===== config.mk =====
export PLATFORM = sky130hd
export DESIGN_NAME = led_scan_capture
export DESIGN_NICKNAME = d
export VERILOG_FILES = /design/src/rtl/led_scan_capture.sv
export SDC_FILE = /design/constraint.sdc
export NUM_CORES = 1
export LEC_CHECK = 0
export CAP_MARGIN = 0
export CORE_MARGIN = 1
export CORE_UTILIZATION = 55
export DETAILED_ROUTE_END_ITERATION = 8
export DONT_BUFFER_PORTS = 1
export PLACE_DENSITY = 0.7
export SLEW_MARGIN = 5
export SYNTH_ARGS = -nofsm -noshare
export SYNTH_HDL_FRONTEND = slang
export SYNTH_SLANG_ARGS = --single-unit

===== constraint.sdc =====
create_clock -name CLK -period 6.5 [get_ports CLK]
set_clock_uncertainty 0.1 [all_clocks]
set_input_delay 0.325 -clock CLK [delete_from_list [all_inputs] [get_ports CLK]]
set_output_delay 0.325 -clock CLK [all_outputs]
set_load 0.02 [all_outputs]

===== src/rtl/led_scan_capture.sv =====
// led_scan_capture: rebuilds 8x8 RGB frames from a row-multiplexed, active-low scan and commits
// each complete frame atomically to a readable frame store.
// Optional feature: define LED_SCAN_CAPTURE_DIFF_EN to build the commit-time frame comparator
// that drives frame_changed; otherwise frame_changed is tied low.
module led_scan_capture #(
  parameter int SETTLE = 2,
  parameter int ERR_W  = 8
) (
  input  logic             CLK,
  input  logic             RST_N,
  input  logic [2:0]       row_sel,
  input  logic [7:0]       red_n,
  input  logic [7:0]       grn_n,
  input  logic [7:0]       blu_n,
  input  logic [2:0]       rd_row,
  output logic [7:0]       rd_red,
  output logic [7:0]       rd_grn,
  output logic [7:0]       rd_blu,
  output logic             frame_valid,
  output logic             frame_changed,
  output logic             sync_err,
  output logic [ERR_W-1:0] err_cnt,
  output logic             locked
);
  typedef enum logic {HUNT, FILL} state_t;
  localparam logic [3:0] SETTLE_C = 4'(SETTLE);
  state_t           state_q;
  logic [2:0]       row_q, row_prev_q;
  logic [7:0]       red_q, grn_q, blu_q;
  logic [3:0]       stable_q, stable_d;
  logic [6:0]       mask_q;
  logic [7:0]       wk_red_q [8];
  logic [7:0]       wk_grn_q [8];
  logic [7:0]       wk_blu_q [8];
  logic [7:0]       st_red_q [8];
  logic [7:0]       st_grn_q [8];
  logic [7:0]       st_blu_q [8];
  logic [7:0]       rd_red_q, rd_grn_q, rd_blu_q;
  logic             frame_valid_q, frame_changed_q, sync_err_q;
  logic [ERR_W-1:0] err_cnt_q;
  logic             chg, legal, cap, last_row, mask_full, hunt_cap, fill_cap, commit, err, diff;

  assign chg       = row_q != row_prev_q;
  assign legal     = row_q == row_prev_q + 3'd1;
  assign stable_d  = chg ? 4'd0 : (stable_q == SETTLE_C ? stable_q : stable_q + 4'd1);
  assign cap       = !chg && stable_d == SETTLE_C && stable_q != SETTLE_C;
  assign last_row  = row_q == 3'd7;
  assign mask_full = &mask_q;
  assign hunt_cap  = state_q == HUNT && cap && row_q == 3'd0;
  assign fill_cap  = state_q == FILL && cap;
  assign commit    = fill_cap && last_row && mask_full;
  assign err       = state_q == FILL && ((chg && !legal) || (cap && last_row && !mask_full));

`ifdef LED_SCAN_CAPTURE_DIFF_EN
  // Compare the frame about to be committed (row 7 still on the input register) with the store
  always_comb begin
    diff = red_q != st_red_q[7] || grn_q != st_grn_q[7] || blu_q != st_blu_q[7];
    for (int i = 0; i < 7; i++)
      diff = diff || wk_red_q[i] != st_red_q[i] || wk_grn_q[i] != st_grn_q[i] || wk_blu_q[i] != st_blu_q[i];
  end
`else
  assign diff = 1'b0;
`endif

  // Register the scan pins once; columns are inverted so a stored 1 means pixel on
  always_ff @(posedge CLK or negedge RST_N) begin
    if (!RST_N) begin
      row_q      <= '0;
      row_prev_q <= '0;
      red_q      <= '0;
      grn_q      <= '0;
      blu_q      <= '0;
    end else begin
      row_q      <= row_sel;
      row_prev_q <= row_q;
      red_q      <= ~red_n;
      grn_q      <= ~grn_n;
      blu_q      <= ~blu_n;
    end
  end

  // Dwell counter: restarts on every row change and parks at SETTLE so each dwell captures once
  always_ff @(posedge CLK or negedge RST_N) begin
    if (!RST_N) stable_q <= '0;
    else        stable_q <= stable_d;
  end

  // HUNT/FILL sequencer with working buffer, row mask, atomic commit and error accounting
  always_ff @(posedge CLK or negedge RST_N) begin
    if (!RST_N) begin
      state_q         <= HUNT;
      mask_q          <= '0;
      err_cnt_q       <= '0;
      frame_valid_q   <= 1'b0;
      frame_changed_q <= 1'b0;
      sync_err_q      <= 1'b0;
      for (int i = 0; i < 8; i++) begin
        wk_red_q[i] <= '0;
        wk_grn_q[i] <= '0;
        wk_blu_q[i] <= '0;
        st_red_q[i] <= '0;
        st_grn_q[i] <= '0;
        st_blu_q[i] <= '0;
      end
    end else begin
      frame_valid_q   <= commit;
      frame_changed_q <= commit && diff;
      sync_err_q      <= err;
      if (err) begin
        state_q <= HUNT;
        mask_q  <= '0;
        if (err_cnt_q != '1) err_cnt_q <= err_cnt_q + ERR_W'(1);
      end else if (hunt_cap) begin
        state_q     <= FILL;
        mask_q      <= 7'b0000001;
        wk_red_q[0] <= red_q;
        wk_grn_q[0] <= grn_q;
        wk_blu_q[0] <= blu_q;
      end else if (commit) begin
        mask_q <= '0;
        for (int i = 0; i < 7; i++) begin
          st_red_q[i] <= wk_red_q[i];
          st_grn_q[i] <= wk_grn_q[i];
          st_blu_q[i] <= wk_blu_q[i];
        end
        st_red_q[7] <= red_q;
        st_grn_q[7] <= grn_q;
        st_blu_q[7] <= blu_q;
      end else if (fill_cap) begin
        mask_q          <= mask_q | 7'(8'b1 << row_q);
        wk_red_q[row_q] <= red_q;
        wk_grn_q[row_q] <= grn_q;
        wk_blu_q[row_q] <= blu_q;
      end
    end
  end

  // Registered frame-store read port
  always_ff @(posedge CLK or negedge RST_N) begin
    if (!RST_N) begin
      rd_red_q <= '0;
      rd_grn_q <= '0;
      rd_blu_q <= '0;
    end else begin
      rd_red_q <= st_red_q[rd_row];
      rd_grn_q <= st_grn_q[rd_row];
      rd_blu_q <= st_blu_q[rd_row];
    end
  end

  assign rd_red        = rd_red_q;
  assign rd_grn        = rd_grn_q;
  assign rd_blu        = rd_blu_q;
  assign frame_valid   = frame_valid_q;
  assign frame_changed = frame_changed_q;
  assign sync_err      = sync_err_q;
  assign err_cnt       = err_cnt_q;
  assign locked        = state_q == FILL;
endmodule


==> impl_results.md, run 1 <==
- Part of the cycle the worst path needs: between 50% and 60%
- Clock power frac: between 40% and 50%
- Die width: 180 um
- Leak: about 10 nW
- Max-slew violation count: 0
- Primary FF master, synth: dfrtp_1
- Die height: between 150 and 200 um
- # IOs: 68
- Final antenna-violating net count: 0
- CP startpoint: row_q[1]$_DFF_PN0_
- Fin nets: ~1100
- Post-layout min period: 3.70 ns
- Initial core utilization: 56.5%
- P_int: 4.23 mW
- Row Count: between 60 and 70
- WS Path Type: reg2reg
- GRT overflow: 0
- Post-cts resize count: 0
- Layout cells sized above 1: between 40 and 50%
- Syn avg cell area: around 17 sq um
- TritonCTS clock tree: done
- Hold slack: -0.607 ns
- Max cap viols: 0
- Finished Cell Area: between 15000 and 20000 sq um
- Area contributors post-synth: dfrtp_1, mux2_2, mux4_2, buf_2, inv_1
- Global Route Usage Sum: between 10% and 20%
- Logic pwr share: approximately 1.1%
- Postcts setup bufs: 0
- Violated checks: negative hold slack
- Post-Route WL: a little over 30000 um
- DRT iter0 DRCs: 460
- CTS Buffer Depth: 3
- Largest net degree at the start of global routing: between 400 and 500
- Worst min path class: in2async
- Vias in the first global route: ~9100
- Num CTS Buffers: 45
- Crit Reg-Reg Endpoint: st_red_q[51]$_DFFE_PN0P_
- DRC violations left: 0
- Final hold viol count: 436
- Startpoint Class: register
- Synth area leader: dfrtp_1
- CP Data Arrival Time: roughly 4 ns
- Power per standard cell area: about 270 nW/um^2
- Initial DRT Pass Iterations: 4
- Worst vdd ir: approximately 0.19 mV
- Crit path max fanout: 48
- Worst-skew pair later-pin latency: ~0.54 ns
- Data required time of the critical path: just under 7 ns
- Net Sw Frac: a little over 20%
- CP endpoint: st_red_q[51]$_DFFE_PN0P_
- Relative slew slack: between 20% and 30%
- CTS Hold Bufs: 29
- Worst R2R Path Depth: 6
- Vias per inst: 5.69
- RSZ-0062 raised after global routing: no
- Sequential Power Share: between 50 and 60%
- Crit-path max cell delay: ~0.74 ns
- Status: complete, but fails checks
- Top-area cell type share of the netlist area: between 60% and 70%
- Register area share after synthesis: roughly 62%
- Crit-path slowest cell: dfrtp_1
- Post-synth EDFFs: 0
- Peak Freq: 0.270 GHz
- Instance count of the mapped netlist: slightly above 1000
- P_sw: 1.07 mW
- Vias: approximately 8500
- Core region area: around 31000 sq um
- Htree depth: 2
- Asr flop ratio synth: 100%
- Final setup viols: 0
- Flop2flop setup slack: 2.80 ns
- Root Buffer: clkbuf_16
- DIE AREA: 32500 sq um
- Layout area overhead: 11.4%
- Routed len/inst: 20.3 um
- Worst Setup End Kind: register
- Port Buffer Count: 0
- Count of cell types in the netlist: 46
- First-pass GRT wire length: 50200 um
- CP Cell Sequence: xor2_1 > or3_4 > nor2_2 > nand3_4 > buf_4 > mux2_2
- Setup TNS: 0 ns
- Origin of the critical flop-to-flop path: row_q[1]$_DFF_PN0_
- Initial antenna violation count: 0
- Post-Place Cell Area: around 18000 sq um
- Post-Syn Area: around 17000 sq um
- Worst-path clk slew: 0.06 ns
- Inserted Diodes: 0
- Clock sink total: around 440
- Total power: 5.29 mW
- Synthesized net count: 1075
- RD Place Congestion: 0.727
- Synth warn: 0
- HPWL after detailed placement: ~16000 um
- Register bit total from synthesis: 436
- Worst slew pin tran: about 1.1 ns
==> per-stage QoR <==
step / instances / util, % / setup WS, ns
after floorplan: 1039 / - / 3.92
after global placement: 1392 / 57.4 / 2.85
after detailed placement: 1392 / 57.4 / 2.82
after CTS: 1498 / 63.0 / 2.79
after global routing: 1498 / 63.0 / 2.62
final: 1498 / 63.0 / 2.80
==> layout make-up <==
type | instances | area, sq um
Fill cell | 2271 | 11400
Inverter | 30 | 113
Clock inverter | 11 | 118
Timing Repair Buffer | 38 | 380
Multi-Input combinational cell | 521 | 6150
Tap cell | 396 | 495
Clock buffer | 66 | 1300
Sequential cell | 436 | 10900
==> cells in the final DEF (no fill, tap or decap), types with 6 or more instances in the layout <==
cell type / Yosys / layout
nand2_1: 6 / 6
inv_1: 30 / 30
clkbuf_1: 8 / 14
mux4_2: 48 / 48
dfrtp_1: 436 / 436
xnor2_1: 7 / 7
buf_4: 13 / 8
mux2_2: 382 / 382
clkbuf_16: 0 / 47
nor2_1: 9 / 9
dlygate4sd3_1: 0 / 28
==> power by group through the flow <==
stage | sequential [mW] | clock, mW | combinational [mW]
global placement | 2.81 | 0 | 0.0398
CTS | 2.76 | 2.53 | 0.0595
finish | 2.76 | 2.47 | 0.0586
floorplan | 2.80 | 0 | 0.0550
global route | 2.77 | 2.64 | 0.0631
detailed placement | 2.81 | 0 | 0.0405
==> worst min path at each step <==
stage,end,cells after the start,slack (ns)
2_1_floorplan,blu_q[0]$_DFF_PN0_,0,-0.07
3_3_place_gp,rd_grn[2]$_DFF_PN0_,0,-0.05
3_5_place_dp,rd_grn[2]$_DFF_PN0_,0,-0.05
4_1_cts,rd_grn[2]$_DFF_PN0_,0,-0.61
5_1_grt,rd_grn[2]$_DFF_PN0_,0,-0.63
6_report,rd_grn[2]$_DFF_PN0_,0,-0.61
==> Yosys cell counts, drive strengths merged (2+ instances only) <==
master    n
nand2     6
o211ai    2
nand4     2
inv      30
xor2      5
nand2b    4
xnor2     7
mux2    387
a21boi    3
nand3b    2
o21ai     4
nor3      2
and3      2
dfrtp   436
nor3b     2
ha        4
and2      2
nor4b     4
a21oi     2
o21a      3
nand3     7
mux4     48
nor2     10
buf      44
clkbuf    8
nor4      2
==> logic make-up after synthesis <==
logic type | after synthesis | share of synthesized area, %
XOR/XNOR | 12 | 0.602
adder cells (fa/ha/maj) | 4 | 0.287
other | 1 | 0.0215
buffers and inverters | 82 | 2.38
multiplexers | 435 | 31.1
AND/OR/NAND/NOR | 50 | 2.29
AO/OA/AOI/OAI | 19 | 0.817
flip-flops | 436 | 62.5
==> critical path, delay by kind of cell (launching register included) <==
kind | cells | cell delay (ns)
and+or+nand+nor | 3 | 1.59
DFF | 1 | 0.74
buffers and inverters | 1 | 0.59
muxes | 1 | 0.36
xor gates and xnor gates | 1 | 0.13
==> flip-flops by register name, summed over array words and instances, names as in the netlist, 3 cells and up <==
signal      cells
st_blu_q       64
st_grn_q       64
st_red_q       64
wk_blu_q       56
wk_grn_q       56
wk_red_q       56
blu_q           8
err_cnt         8
grn_q           8
rd_blu          8
rd_grn          8
rd_red          8
red_q           8
mask_q          7
stable_q        4
row_prev_q      3
row_q           3
==> metal layers <==
layer  part of all wire, %  wire length, um  GRT usage, %
met5                     0                0             0
met4                   1.6              472          4.75
met3                   3.0              896          2.97
met2                    48            14600          31.7
met1                    47            14400          28.1
(Power assumes the default switching activity.)
==> run 2, diff against run 1 <==
- ABC_AREA: default -> 1
- clock period: 6.5 -> 3.5 ns (I/O delays scaled with it)
==> run 2 against run 1 <==
The run still ends with negative hold slack left. Cell area rose by 3.9%. Synthesized area rose by 3.4%. Worst setup slack got worse by 2.2 ns. Die area rose by 3.4%. Count of clock-buffer cells in the layout rose by 5. Clock power rose by 99%. First-iteration DRC count rose to 3.5 times the previous value. Maximum frequency rose by 29%. Synthesized cell count rose by 100%. Global-route usage rose by 8.9 points. Sequential power rose by 94%. Sequential share of layout area fell by 2.1 points. Largest cell class unchanged. Highest routed layer is now met5.
==> impl_results.md, run 2 <==
- Root Buffer: clkbuf_16
- Die width: 183 um (+1.7%)
- Largest net degree at the start of global routing: 437 (unchanged)
- # IOs: 68 (unchanged)
- Leak: 10.9 nW (+11%)
- Net Sw Frac: 22.9% (+2.7 points)
- Data required time of the critical path: 3.84 ns (-2.98 ns)
- Clock sink total: 436 (unchanged)
- Synth area leader: dfrtp_1
- P_sw: 2.45 mW (+130%)
- CTS Hold Bufs: 35 (+21%)
- Register area share after synthesis: 60.4% (-2.1 points)
- CP Cell Sequence: inv_2 > nand2_1 > nand2_1 > nor2_2 > nand3b_2 > nor2_4 > nand4_4 > buf_12 > o21ai_0
- TritonCTS clock tree: done
- First-pass GRT wire length: 74500 um (+48%)
- Violated checks: negative hold slack
- Syn avg cell area: 8.49 sq um (-49%)
- Primary FF master, synth: dfrtp_1
- Fillers: 2709 (+19%)
- Vias in the first global route: 13700 (+51%)
- Part of the cycle the worst path needs: 81.9% (+25 points)
- Layout area overhead: 12.0%
- Hold slack: -0.764 ns (-0.157 ns)
- Crit-path slowest cell: dfrtp_1
- Post-layout min period: 2.87 ns (-0.834 ns)
- Relative slew slack: 32.1% (+4.1 points)
- Post-Route WL: 45900 um (+51%)
- Die height: 183 um (+1.7%)
- RD Place Congestion: 0.814 (+12%)
- Worst Setup End Kind: register
- Count of cell types in the netlist: 29 (-37%)
- Final antenna-violating net count: 0 (unchanged)
- Peak Freq: 0.349 GHz (+29%)
- Most frequent cells in the layout: nand2_1, dfrtp_1, nor2_1
- P_int: 8.27 mW (+96%)
- Metal3 WL: 3110 um (+250%)
- Fin nets: 2144 (+94%)
- Flop2flop setup slack: 0.63 ns (-2.17 ns)
- Crit path max fanout: 195 (+310%)
- Setup TNS: 0 ns (unchanged)
- Worst vdd ir: 0.363 mV (+90%)
- Instance count of the mapped netlist: 2127 (+100%)
- Worst slew pin tran: 1.02 ns (-0.0603 ns)
- Power per standard cell area: 530 nW/um^2 (+95%)
- Routed len/inst: 17.8 um (-12%)
- Clock power frac: 45.8% (-0.9 points)
- DRC violations left: 0 (unchanged)
- Num CTS Buffers: 46 (+2.2%)
- Crit. path cell count: 9 (+3)
- Met1 wire length: 20900 um (+46%)
- Most common cell after layout, fill and taps aside: nand2_1
- Max cap viols: 0 (unchanged)
- Worst min path class: in2async
- Final hold viol count: 436 (unchanged)
- Initial core utilization: 56.5% (about the same)
- Post-synth EDFFs: 0 (unchanged)
- Core region area: 32000 sq um (+3.4%)
- Highest Signal Layer: met5
- Sequential Power Share: 49.9% (-2.3 points)
- Routed wl met2: 20500 um (+41%)
- Top post-synthesis cells by count: nand2_1, dfrtp_1, nor2_1
- RSZ-0062 raised after global routing: no
- Htree depth: 2 (unchanged)
- Worst-path clk slew: 0.06 ns (about the same)
- Synthesized net count: 2163 (+100%)
- Post-Place Cell Area: 18300 sq um (+3.1%)
- Post-cts resize count: 0 (unchanged)
- Critical path buffer and inverter count: 2 (+1)
- Final setup viols: 0 (unchanged)
- DRT iter0 DRCs: 1627 (+250%)
- GRT overflow: 0 (unchanged)
- Finished Cell Area: 20200 sq um (+3.9%)
- Most Frequent Cell on Critical Path: nand2_1
- Delay-heaviest family, CP: simple AND/OR/NAND/NOR gates
- Top flop regs: st_blu_q x64, st_grn_q x64, st_red_q x64
- Final Non-Filler Cells: 2581 (+72%)
- Crit-path max cell delay: 0.50 ns (-0.24 ns)
- Startpoint Class: register
- Postcts setup bufs: 0 (unchanged)
- Post-Syn Area: 18100 sq um (+3.4%)
- Synth warn: 0 (unchanged)
- Register bit total from synthesis: 436 (unchanged)
- Worst-skew pair later-pin latency: 0.55 ns (about the same)
- Layout cells sized above 1: 5.41% (-42 points)
- Asr flop ratio synth: 100% (unchanged)
- CTS Buffer Depth: 3 (unchanged)
- Status: complete, but fails checks
- Worst R2R Path Depth: 9 (+3)
- Vias: 14100 (+65%)
- Core Util, Final: 63.3% (+0.31 points)
- Initial DRT Pass Iterations: 5 (+1)
- Dpl cells: 2460 (+77%)
- Max-slew violation count: 0 (unchanged)
- CP Data Arrival Time: 3.20 ns (-0.82 ns)
- Row Count: 65 (+1.6%)
- HPWL after detailed placement: 23700 um (+49%)
- Top-area cell type share of the netlist area: 60.4% (-2.1 points)
- Logic pwr share: 4.3% (+3.2 points)
- Initial antenna violation count: 1 (+1)
- Vias per inst: 5.46 (-4.1%)
- Port Buffer Count: 0 (unchanged)
- WS Path Type: reg2reg
- Most frequent cell after synthesis: nand2_1
- Global Route Usage Sum: 28.5% (+8.9 points)
- Area contributors post-synth: dfrtp_1, nand2_1, nand3_1, o21ai_0, nor2_1
- DIE AREA: 33600 sq um (+3.4%)
-- run 2: cell type report --
cell class	instances	area, sq um	area share (%)
inverter	83	312	1.54
sequential	436	10900	53.9
antenna	1	2.50	0.0124
tap	435	544	2.69
multi-input combinational	1483	6270	31.0
clock buffer	71	1420	7.02
clock inverter	14	129	0.637
timing repair buffer	58	633	3.13
-- run 2: cell families after synthesis --
group | share of synthesized area [%]
AO/OA/AOI/OAI | 6.00
XOR/XNOR | 0.485
adder cells (fa/ha/maj) | 0.277
buffers and inverters | 5.00
flip-flops | 60.4
other | 0.0208
AND/OR/NAND/NOR | 27.8
-- run 2: power by group through the flow --
stage	logic, mW	clock network [mW]	registers [mW]
after CTS	0.460	4.97	5.35
after detailed placement	0.395	0	5.44
after global routing	0.521	5.19	5.37
final	0.465	4.91	5.35
after global placement	0.384	0	5.44
after floorplan	0.314	0	5.39
-- run 2: worst paths after layout --
check / start / to
worst max-delay path: row_q[2]$_DFF_PN0_ / st_grn_q[2]$_DFFE_PN0P_
worst min register to register: wk_grn_q[37]$_DFFE_PN0P_ / st_grn_q[37]$_DFFE_PN0P_
max in group asynchronous: RST_N / wk_grn_q[13]$_DFFE_PN0P_
worst min-delay path: RST_N / rd_red[5]$_DFF_PN0_
min in group CLK: rd_row[0] / rd_red[2]$_DFF_PN0_
worst max register to register: row_q[2]$_DFF_PN0_ / st_grn_q[2]$_DFFE_PN0P_
-- run 2: stage by stage --
step                      setup WS, ns  total power, mW
after floorplan                   1.36             5.70
after global placement           0.821             5.82
after detailed placement         0.664             5.84
after CTS                        0.647             10.8
after global routing             0.376             11.1
final                            0.635             10.7
-- run 2: metal layers --
metal / GRT usage (%) / up-vias
li1: - / 6674
met1: 41.7 / 6835
met2: 43.3 / 493
met3: 5.12 / 92
met4: 9.30 / 2
met5: 0 / -
